**config.mk**
```make
export PLATFORM = sky130hd
export DESIGN_NAME = keccak_mode_padder_flat
export DESIGN_NICKNAME = d
export VERILOG_FILES = /design/src/rtl/keccak_mode_padder_pkg.sv /design/src/rtl/keccak_mode_padder_if.sv /design/src/rtl/keccak_mode_padder_pad_word.sv /design/src/rtl/keccak_mode_padder.sv /design/src/flat_wrapper.sv
export SDC_FILE = /design/constraint.sdc
export NUM_CORES = 2
export LEC_CHECK = 0
export ABC_AREA = 1
export CORE_AREA = 2 2 537 539
export DETAILED_ROUTE_END_ITERATION = 10
export DIE_AREA = 0 0 539 541
export GPL_TIMING_DRIVEN = 0
export SYNTH_ARGS = -nofsm -noshare
export SYNTH_HDL_FRONTEND = slang
export SYNTH_SLANG_ARGS = --single-unit
```
**constraint.sdc**
```tcl
create_clock -name clk -period 5.4 [get_ports clk]
set_clock_uncertainty 0.1 [all_clocks]
set_input_delay 1.08 -clock clk [delete_from_list [all_inputs] [get_ports clk]]
set_output_delay 1.08 -clock clk [all_outputs]
set_load 0.01 [all_outputs]
```
**src/rtl/keccak_mode_padder_pkg.sv**
```systemverilog
// ============================================================================
// Module   : keccak_mode_padder_pkg
// Purpose  : Shared mode codes, rates, padding suffixes and FSM state type
//            for the multi-mode Keccak message padder.
// Revision : 1.0 - initial release
// ============================================================================
`default_nettype none

package keccak_mode_padder_pkg;

    localparam logic [1:0] MODE_SHA3_256 = 2'b00;
    localparam logic [1:0] MODE_SHA3_512 = 2'b01;
    localparam logic [1:0] MODE_SHAKE128 = 2'b10;
    localparam logic [1:0] MODE_SHAKE256 = 2'b11;

    localparam int unsigned RATE_SHA3_256 = 1088;
    localparam int unsigned RATE_SHA3_512 = 576;
    localparam int unsigned RATE_SHAKE128 = 1344;
    localparam int unsigned RATE_SHAKE256 = 1088;

    localparam logic [7:0] SUFX_SHA3  = 8'h06;
    localparam logic [7:0] SUFX_SHAKE = 8'h1F;
    localparam logic [7:0] PAD_END    = 8'h80;

    typedef enum logic [1:0] {
        ST_ACCUM = 2'd0,
        ST_FILL  = 2'd1,
        ST_FULL  = 2'd2,
        ST_DONE  = 2'd3
    } pad_state_t;

    // Rate in bits of the sponge for a given mode code
    function automatic int unsigned rate_bits(input logic [1:0] mode);
        case (mode)
            MODE_SHA3_256: rate_bits = RATE_SHA3_256;
            MODE_SHA3_512: rate_bits = RATE_SHA3_512;
            MODE_SHAKE128: rate_bits = RATE_SHAKE128;
            default:       rate_bits = RATE_SHAKE256;
        endcase
    endfunction

    // Domain-separation suffix: SHAKE modes have the MSB of the mode code set
    function automatic logic [7:0] suffix_of(input logic [1:0] mode);
        suffix_of = mode[1] ? SUFX_SHAKE : SUFX_SHA3;
    endfunction

endpackage

`default_nettype wire

```
**src/rtl/keccak_mode_padder_if.sv**
```systemverilog
// ============================================================================
// Module   : keccak_mode_padder_if
// Purpose  : Message-in / block-out bus of the Keccak padder.
//            KECCAK_PAD_BLKCNT_EN adds the blk_cnt[15:0] block counter.
// Revision : 1.0 - initial release
// ============================================================================
`default_nettype none

interface keccak_mode_padder_if #(
    parameter int IN_W     = 32,
    parameter int MAX_RATE = 1344,
    parameter int BN_W     = $clog2(IN_W / 8)
);
    logic                clear;
    logic [1:0]          mode;
    logic [IN_W-1:0]     in;
    logic                in_ready;
    logic                is_last;
    logic [BN_W-1:0]     byte_num;
    logic                buffer_full;
    logic [MAX_RATE-1:0] out;
    logic                out_ready;
    logic                f_ack;
    logic                last_blk;
`ifdef KECCAK_PAD_BLKCNT_EN
    logic [15:0]         blk_cnt;
`endif

    modport master (
        output clear, mode, in, in_ready, is_last, byte_num, f_ack,
`ifdef KECCAK_PAD_BLKCNT_EN
        input  blk_cnt,
`endif
        input  buffer_full, out, out_ready, last_blk
    );

    modport slave (
        input  clear, mode, in, in_ready, is_last, byte_num, f_ack,
`ifdef KECCAK_PAD_BLKCNT_EN
        output blk_cnt,
`endif
        output buffer_full, out, out_ready, last_blk
    );
endinterface

`default_nettype wire

```
**src/rtl/keccak_mode_padder_pad_word.sv**
```systemverilog
// ============================================================================
// Module   : keccak_mode_padder_pad_word
// Purpose  : Combinational padding of the final message word: keeps the
//            first byte_num bytes, inserts the suffix, zeroes the rest and
//            optionally ORs the 0x80 end marker into the LSB byte.
// Revision : 1.0 - initial release
// ============================================================================
`default_nettype none

module keccak_mode_padder_pad_word
    import keccak_mode_padder_pkg::*;
#(
    parameter int IN_W = 32,
    parameter int BN_W = $clog2(IN_W / 8)
) (
    input  wire logic [IN_W-1:0] i_word,
    input  wire logic [BN_W-1:0] i_byte_num,
    input  wire logic [7:0]      i_suffix,
    input  wire logic            i_put_end,
    output logic      [IN_W-1:0] o_word
);
    localparam int NB = IN_W / 8;

    // Byte 0 sits in the MSBs; select data, suffix or zero per byte lane
    always_comb begin
        o_word = '0;
        for (int b = 0; b < NB; b++) begin
            if (b < int'(i_byte_num)) begin
                o_word[IN_W-1-8*b -: 8] = i_word[IN_W-1-8*b -: 8];
            end else if (b == int'(i_byte_num)) begin
                o_word[IN_W-1-8*b -: 8] = i_suffix;
            end
        end
        if (i_put_end) begin
            o_word[7:0] = o_word[7:0] | PAD_END;
        end
    end

endmodule

`default_nettype wire

```
**src/rtl/keccak_mode_padder.sv**
```systemverilog
// ============================================================================
// Module   : keccak_mode_padder
// Purpose  : Multi-mode Keccak padder (SHA3-256/512, SHAKE128/256). Packs
//            message words into a rate-sized block, appends suffix and end
//            marker, and hands blocks over with a valid/ack handshake.
//            Optional: KECCAK_PAD_BLKCNT_EN adds a saturating block counter.
// Revision : 1.0 - initial release
// ============================================================================
`default_nettype none

module keccak_mode_padder
    import keccak_mode_padder_pkg::*;
#(
    parameter int IN_W     = 32,
    parameter int MAX_RATE = 1344
) (
    input  wire logic          clk,
    input  wire logic          reset_n,
    keccak_mode_padder_if.slave bus
);
    localparam int NW_MAX = MAX_RATE / IN_W;
    localparam int WC_W   = $clog2(NW_MAX + 1);
    localparam int BASE_W = $clog2(MAX_RATE);
    localparam int BN_W   = $clog2(IN_W / 8);

    pad_state_t          r_state;
    logic [WC_W-1:0]     r_wcnt;
    logic [MAX_RATE-1:0] r_blk;
    logic                r_out_ready;
    logic                r_last;
    logic                r_open;
    logic [1:0]          r_mode;
`ifdef KECCAK_PAD_BLKCNT_EN
    logic [15:0]         r_blk_cnt;
`endif

    logic [1:0]          w_mode;
    logic [WC_W-1:0]     w_nw;
    logic                w_at_end;
    logic [BASE_W-1:0]   w_base;
    logic [7:0]          w_suffix;
    logic [IN_W-1:0]     w_pad_word;
    logic [IN_W-1:0]     w_acc_word;
    logic [IN_W-1:0]     w_fill_word;

    // Mode comes straight from the bus only for the opening word of a message
    assign w_mode      = r_open ? r_mode : bus.mode;
    assign w_nw        = WC_W'(rate_bits(w_mode) / IN_W);
    assign w_at_end    = (r_wcnt == (w_nw - WC_W'(1)));
    assign w_base      = BASE_W'(MAX_RATE - 1 - int'(r_wcnt) * IN_W);
    assign w_suffix    = suffix_of(w_mode);
    assign w_acc_word  = bus.is_last ? w_pad_word : bus.in;
    assign w_fill_word = w_at_end ? {{(IN_W-8){1'b0}}, PAD_END} : '0;

    keccak_mode_padder_pad_word #(
        .IN_W (IN_W),
        .BN_W (BN_W)
    ) u_pad_word (
        .i_word     (bus.in),
        .i_byte_num (bus.byte_num),
        .i_suffix   (w_suffix),
        .i_put_end  (w_at_end),
        .o_word     (w_pad_word)
    );

    // Padder FSM: word packing, zero fill, block handshake and message end
    always_ff @(posedge clk or negedge reset_n) begin
        if (!reset_n) begin
            r_state     <= ST_ACCUM;
            r_wcnt      <= '0;
            r_blk       <= '0;
            r_out_ready <= 1'b0;
            r_last      <= 1'b0;
            r_open      <= 1'b0;
            r_mode      <= MODE_SHA3_256;
`ifdef KECCAK_PAD_BLKCNT_EN
            r_blk_cnt   <= '0;
`endif
        end else if (bus.clear) begin
            r_state     <= ST_ACCUM;
            r_wcnt      <= '0;
            r_blk       <= '0;
            r_out_ready <= 1'b0;
            r_last      <= 1'b0;
            r_open      <= 1'b0;
`ifdef KECCAK_PAD_BLKCNT_EN
            r_blk_cnt   <= '0;
`endif
        end else begin
            case (r_state)
                ST_ACCUM: begin
                    if (bus.in_ready) begin
                        if (!r_open) begin
                            r_mode <= bus.mode;
                            r_open <= 1'b1;
                        end
                        r_blk[w_base -: IN_W] <= w_acc_word;
                        if (bus.is_last) begin
                            r_last <= 1'b1;
                        end
                        if (w_at_end) begin
                            r_state     <= ST_FULL;
                            r_out_ready <= 1'b1;
                            r_wcnt      <= '0;
                        end else begin
                            r_wcnt <= r_wcnt + WC_W'(1);
                            if (bus.is_last) begin
                                r_state <= ST_FILL;
                            end
                        end
                    end
                end
                ST_FILL: begin
                    r_blk[w_base -: IN_W] <= w_fill_word;
                    if (w_at_end) begin
                        r_state     <= ST_FULL;
                        r_out_ready <= 1'b1;
                        r_wcnt      <= '0;
                    end else begin
                        r_wcnt <= r_wcnt + WC_W'(1);
                    end
                end
                ST_FULL: begin
                    if (bus.f_ack) begin
                        r_out_ready <= 1'b0;
                        r_blk       <= '0;
                        r_state     <= r_last ? ST_DONE : ST_ACCUM;
`ifdef KECCAK_PAD_BLKCNT_EN
                        if (r_blk_cnt != 16'hFFFF) begin
                            r_blk_cnt <= r_blk_cnt + 16'd1;
                        end
`endif
                    end
                end
                ST_DONE: begin
                    r_state <= ST_DONE;
                end
                default: begin
                    r_state <= ST_ACCUM;
                end
            endcase
        end
    end

    assign bus.buffer_full = (r_state != ST_ACCUM);
    assign bus.out         = r_blk;
    assign bus.out_ready   = r_out_ready;
    assign bus.last_blk    = r_last;
`ifdef KECCAK_PAD_BLKCNT_EN
    assign bus.blk_cnt     = r_blk_cnt;
`endif

endmodule

`default_nettype wire
```
**src/flat_wrapper.sv**
```systemverilog
// flat-port wrapper written by rule: the top's interface ports become plain ports
module keccak_mode_padder_flat import keccak_mode_padder_pkg::*;
#(
    parameter int IN_W     = 32,
    parameter int MAX_RATE = 1344
)
  (clk, reset_n, bus_clear, bus_mode, bus_in, bus_in_ready, bus_is_last, bus_byte_num, bus_f_ack, bus_buffer_full, bus_out, bus_out_ready, bus_last_blk);
  keccak_mode_padder_if #(.IN_W(IN_W), .MAX_RATE(MAX_RATE)) bus_i ();
  input  wire logic clk;
  input  wire logic reset_n;
  input wire logic [$bits(bus_i.clear)-1:0] bus_clear;
  input wire logic [$bits(bus_i.mode)-1:0] bus_mode;
  input wire logic [$bits(bus_i.in)-1:0] bus_in;
  input wire logic [$bits(bus_i.in_ready)-1:0] bus_in_ready;
  input wire logic [$bits(bus_i.is_last)-1:0] bus_is_last;
  input wire logic [$bits(bus_i.byte_num)-1:0] bus_byte_num;
  input wire logic [$bits(bus_i.f_ack)-1:0] bus_f_ack;
  output wire logic [$bits(bus_i.buffer_full)-1:0] bus_buffer_full;
  output wire logic [$bits(bus_i.out)-1:0] bus_out;
  output wire logic [$bits(bus_i.out_ready)-1:0] bus_out_ready;
  output wire logic [$bits(bus_i.last_blk)-1:0] bus_last_blk;
  assign bus_i.clear = bus_clear;
  assign bus_i.mode = bus_mode;
  assign bus_i.in = bus_in;
  assign bus_i.in_ready = bus_in_ready;
  assign bus_i.is_last = bus_is_last;
  assign bus_i.byte_num = bus_byte_num;
  assign bus_i.f_ack = bus_f_ack;
  assign bus_buffer_full = bus_i.buffer_full;
  assign bus_out = bus_i.out;
  assign bus_out_ready = bus_i.out_ready;
  assign bus_last_blk = bus_i.last_blk;
  keccak_mode_padder #(.IN_W(IN_W), .MAX_RATE(MAX_RATE)) u_core (.clk(clk), .reset_n(reset_n), .bus(bus_i));
endmodule
```
# --- Word level (Yosys, flattened, before mapping) ---
# Index checks and enable logic that the tools add are counted.
word_totals:
  regBits: 1357
  inputBits: 42
  output_inout_bits: 1347
  wordCells: 88
classes:
  addsub: 4
  order_cmp: 3
  n_eq_ne: 13
  n_shift: 3
  mux: 43
  n_bitwise: 1
  reduce_logical: 14
op_table:
  columns: ["op", "n"]
  rows:
  - ["$mux 1344", 3]
  - ["$pmux 1344 s3", 1]
  - ["$shiftx 32x13->1375", 2]
  - ["$bwmux 1344", 2]
  - ["$shift 32x13->1375 const A", 1]
  - ["$mux 8", 9]
  - ["$mux 32", 1]
  - ["$pmux 11 s2", 1]
  - ["$mux 6", 3]
  - ["$mux 2", 8]
  - ["$neg 11->13", 1]
  - ["$pmux 6 s2", 1]
  - ["$mux 1", 11]
  - ["$sub 11x11->11 const A", 1]
  - ["$reduce_and 3->1", 3]
  - ["$pmux 2 s4", 1]
  - ["$reduce_bool 2->1", 4]
  - ["$add 6x1->6 const B", 1]
  - ["$eq 2x2->1 const B", 3]
  - ["$eq 6x6->1", 1]
  - ["$ne 3x3->1 const B", 2]
  - ["$sub 6x1->6 const B", 1]
  - ["$mux 5", 1]
  - ["$eq 2x1->1 const B", 2]
  - ["other kinds (13)", 17]

# --- Longest topological paths before layout ---
logic_depth:
  ltp_word: 12
  depth_mapped: 18
  ltp_nobuf: 15

# --- Cells and area by module ---
# A second synthesis with hierarchy kept.
hier_totals:
  cells_unflattened: 7674
  area_unflattened_um2: 62935.4
by_module_without_submodules:
  columns: ["module", "instances", "cells_per_inst", "area_each_um2", "seq_area_each_um2"]
  rows:
  - ["keccak_mode_padder", 1, 7575, 62404.9, 33957.6]
  - ["keccak_mode_padder_pad_word", 1, 99, 530.5, 0.0]

# --- Worst setup path after synthesis ---
# OpenSTA, ideal clock, no wires.
synth_timing:
  path_type: "reg2reg"
  start: "reg u_core.r_wcnt[1]"
  end: "reg u_core.r_blk[264], in the netlist u_core.bus.out[264]"
  setup_ns: 0.133
  arrival_time_ns: 2.898
  t_required_ns: 5.167
  slack_ns: 2.269
  path_stages_with_launch: 17
  path_buffers: 5
  synth_period_minus_slack_ns: 3.131
  path_cell_list: "dfrtp_1 -> inv_2 -> clkbuf_1 -> clkbuf_1 -> ha_1 -> inv_1 -> nand2_1 -> nand2_2 -> xor2_4 -> buf_6 -> buf_8 -> nand3_4 -> a21oi_1 -> inv_1 -> a21oi_2 -> buf_2 -> o22ai_1"
synth_via:
  elab_chain_len: 8
  elab_cells_between_ends: 14
  classes_between: "add/sub (2); eq/ne (1); shift (3); mux (8)"
synth_lines:
  columns: ["element", "line_no", "rtl"]
  rows:
  - ["start, declared", "keccak_mode_padder.sv:27", "logic [WC_W-1:0] r_wcnt;"]
  - ["start signal, assigned", "keccak_mode_padder.sv:106", "r_wcnt <= r_wcnt + WC_W'(1);"]
  - ["start signal, assigned", "keccak_mode_padder.sv:120", "r_wcnt <= r_wcnt + WC_W'(1);"]
  - ["parallel branches: the longest is 6 deep, another holds $neg 11->13", null, null]
  - ["$pmux 1344 s3 *", "keccak_mode_padder.sv:90", "case (r_state)"]
  - ["$mux 1344 *", "keccak_mode_padder.sv:79", "end else if (bus.clear) begin"]
  - ["end signal, assigned by index", "keccak_mode_padder.sv:97", "r_blk[w_base -: IN_W] <= w_acc_word;"]
  - ["end signal, assigned by index", "keccak_mode_padder.sv:114", "r_blk[w_base -: IN_W] <= w_fill_word;"]
  - ["end, declared", "keccak_mode_padder.sv:28", "logic [MAX_RATE-1:0] r_blk;"]
# Mark *: on every way between the ends. The select of a mux whose other input is x is not followed.
# A chain may end at the register's enable or synchronous reset.

# --- Final worst setup path ---
layout_timing:
  start: "in bus_is_last"
  end: "reg u_core.r_blk[932], in the netlist u_core.bus.out[932]"
layout_via:
  elab_chain_len: 6
layout_lines:
  columns: ["element", "line_no", "rtl"]
  rows:
  - ["start, declared", "flat_wrapper.sv:15", "input wire logic [$bits(bus_i.is_last)-1:0] bus_is_last;"]
  - ["$mux 32", "keccak_mode_padder.sv:52", "assign w_acc_word = bus.is_last ? w_pad_word : bus.in;"]
  - ["$shiftx 32x13->1375", "keccak_mode_padder.sv:97", null]
  - ["$bwmux 1344", "keccak_mode_padder.sv:97", null]
  - ["$mux 1344", "keccak_mode_padder.sv:92", "if (bus.in_ready) begin"]
  - ["$pmux 1344 s3", "keccak_mode_padder.sv:90", null]
  - ["$mux 1344", "keccak_mode_padder.sv:79", null]
# Every way passes these cells. The select of a mux whose other input is x is not followed.

==> results.json <==
{
  "outcome": "complete, but fails checks",
  "failed_checks": "capacitance limit, slew limit, setup timing",
  "power_density_of_the_placed_cells_nw_per_um2": 457,
  "synth_fa_ha_area_share_pct": 0.213,
  "clk_latency_ns": 0.85,
  "number_of_hold_violations_in_the_final_report": 0,
  "post_synth_and_or_nand_nor_area_fraction_pct": 13.5,
  "crit_path_max_fanout": 10,
  "dr.pass1.iters": 7,
  "drive_gt1_share_pct": 6.38,
  "report.final.slew_viol_count": 44,
  "period_share_pct": 101,
  "placed_cell_area_um2": 77700,
  "relSlewSlack_pct": -4.76,
  "worstMarginPinSlew_ns": 1.57,
  "synth_sequential_area_ratio_pct": 57.9,
  "cp-start-kind": "primary input",
  "gpl.final_weighted_congestion": 1.00,
  "final.fill_count": 30500,
  "cell_chain_critical_path": "clkdlybuf4s50_1, inv_1, nor2_1, clkbuf_1, nor2_1, o21ai_0, nor2_1, nand2_1, nor2_1, nand2_1, nor2_1, a21oi_1, o21ai_0",
  "synth.net_count": 6701,
  "rsz_0062_raised_after_global_routing": "false",
  "syn_area_per_cell_um2": 8.83,
  "worst_r2r_startpoint": "u_core.r_wcnt[1]",
  "floorplan.die.height_um": 541,
  "number_of_flops_mapped_to_enable_cells_by_yosys": 0,
  "timing.final.ws_setup_ns": -0.0438,
  "vdd_ir_drop_max_uv": 278,
  "dr_total_vias": 58400,
  "htree_num_levels": 4,
  "cp.arrival_ns": 6.08,
  "place.port_buffers": 1388,
  "antenna_violating_nets_post_route": 0,
  "use_met3_pct": 9.09,
  "cp-end-kind": "flop",
  "regArea_um2": 34000,
  "drt-wirelength-per-cell_um": 34.8,
  "chipWidth_um": 539,
  "clock_tree.buffer_depth": 4,
  "critical-path-slowest-cell": "nor2_1",
  "cts_buffers": 167,
  "num-nets-final": 8276,
  "route.final.wire_length_mm": 424,
  "min-delay-path-class": "in2async",
  "drv_cap": 4,
  "synth_compound_gate_area_share_pct": 17.5,
  "flip_flop_and_latch_count_after_synthesis": 1357,
  "total_leakage_power_uw": 0.0341,
  "async_flop_share_pct": 100,
  "count_of_synthesis_stage_warnings_from_yosys": 0,
  "drc_errors": 0,
  "synth_flop_type": "dfrtp_1",
  "drt-initial-drc-count": 6894,
  "track_usage_pct": 28.0,
  "synthToLayoutAreaGrowth_pct": 42.3,
  "core.rowCount": 197,
  "cts_hold_repair.buffers": 0,
  "floorplan.die_area_um2": 292000,
  "grt_start_max_net_pins": 166,
  "setup_viol": 1,
  "vias_per_cell": 4.80,
  "post-route-min-period_ns": 5.44,
  "grt_pass1_wl_mm": 546,
  "io-pin-count": 1389,
  "mappedNetlistArea_um2": 58700,
  "critical_path_required_ns": 6.04,
  "clock_tree_from_tritoncts": "built",
  "post_synth_inst_count": 6649,
  "clkTransAtPathRegs_ns": 0.06,
  "grt_pass1_vias": 55600,
  "design.core.area_um2": 286000,
  "grt_use_met2_pct": 42.7,
  "cp-startpoint": "bus_is_last",
  "cts_root_buffer": "clkbuf_16",
  "tightest_hold_margin_ns": 0.0862,
  "dpl.hpwl_mm": 340,
  "post_synthesis_share_of_cell_area_spent_on_xor_and_xnor_gates_pct": 0.132,
  "main_combinational_cell_family_by_area_after_synthesis": "compound AO/OA/AOI/OAI gates",
  "netlist-cell-type-count": 41,
  "multiplexer_share_of_the_synthesized_area_pct": 0,
  "initial_core_util_pct": 20.5,
  "remaining_overflow_grt": 0,
  "maximum_clock_frequency_mhz": 184,
  "cpMostUsedCell": "nor2_1",
  "multiInputGateArea_um2": 18400,
  "grt_antenna_before_repair": 73,
  "critical_path.max_stage_delay_ns": 1.01,
  "groute.layer.met1.usage_pct": 33.9,
  "timing_worst_setup_path_type": "in2reg",
  "fin_area_um2": 83500,
  "clock_sink_count": 1357,
  "top_usage_layer": "met2"
}
-- synthesized netlist by cell type (all sizes together), types with 11 or more instances --
master | number | share of area, %
a21oi | 252 | 2.4
a22o | 11 | 0.16
a22oi | 24 | 0.31
a31oi | 19 | 0.20
buf | 164 | 1.5
clkbuf | 265 | 1.7
dfrtp | 1357 | 58
inv | 1182 | 7.6
nand2 | 1078 | 6.9
nand3 | 340 | 3.2
nand4 | 40 | 0.43
nor2 | 407 | 2.7
nor3 | 16 | 0.14
o211ai | 23 | 0.29
o21ai | 621 | 5.3
o21bai | 44 | 0.56
o22ai | 740 | 7.9
o31ai | 31 | 0.40
-- cell usage in the layout (no fill, tap or decap), types with 32 or more instances in the layout --
master and instances:
nand4_1 40, a21oi_1 220, inv_1 1150, diode_2 53, nor2_1 393, nand2_1 1076
clkdlybuf4s50_1 1387, clkbuf_1 286, o22ai_1 740, inv_2 32, o21bai_1 44, nand3_1 321
clkbuf_16 169, buf_2 100, o21ai_0 591, dfrtp_1 1357
-- sequential cells by signal (all words and copies together), names as in the netlist --
register,cells
u_core.bus.last_blk,1
u_core.bus.out,1344
u_core.bus.out_ready,1
u_core.r_mode,2
u_core.r_open,1
u_core.r_state,2
u_core.r_wcnt,6
-- metrics by stage --
stage	instances	setup slack, ns	TNS, ns	utilization, %	power (uW)
floorplan	6649	2.27	0	-	17500
global route	12100	0.0245	0	29.1	39300
CTS	12100	0.0224	0	29.1	38100
global placement	11800	-63.78	-	27.0	26000
finish	12200	-0.0438	-0.0438	29.2	38200
detailed placement	11800	-1.22	-592.78	27.1	26100
-- power by group --
part / switching, uW / internal, uW
sequential: 343 / 10600
clock: 5040 / 6940
combinational: 12100 / 3100
total: 17500 / 20700
-- logic make-up after synthesis --
| kind of cell | Yosys count |
|---|---|
| compound gates | 1767 |
| xor+xnor | 5 |
| fa+ha+maj | 10 |
| buf+inv | 1620 |
| flops | 1357 |
| simple gates | 1890 |
-- worst max-delay path, delay by kind of cell --
family / cells / cell delay, ns
buffers and inverters: 3 / 1.01
AND/OR/NAND/NOR: 7 / 3.37
AO/OA/AOI/OAI: 3 / 0.59
-- repair_timing --
action                                  4_1_cts  5_1_grt
pin swaps                                     0        0
endpoints found under the setup margin      598      112
buffers inserted                              0        2
gates resized for setup                       9        6
-- final timing paths --
kind	end	slack, ns	depth (start not counted)
max in group asynchronous	u_core.bus.out[856]	1.66	5
worst max-delay path	u_core.bus.out[932]	-0.04	13
worst max register to register	u_core.bus.out[799]	0.06	12
worst min register to register	u_core.bus.out[1084]	0.37	2
worst min-delay path	u_core.bus.out[141]	0.09	1
min in group clk	u_core.bus.out[1084]	0.37	2
-- final cells by class --
type                    instances  area share, %
inverters                    1191           5.35
diodes                         53          0.159
repair buffers               1406           17.1
clock inverters                68           1.17
clock buffers                 221           5.56
well taps                    3781           5.66
flip-flops and latches       1357           40.7
plain buffers                 429           2.27
multi-input cells            3672           22.1
-- layer usage --
metal | vias to the layer above | routed length [um]
li1 | 25000 | -
met1 | 29200 | 166000
met2 | 3365 | 185000
met3 | 806 | 41100
met4 | 8 | 31600
met5 | - | 54
(Power assumes the default switching activity.)
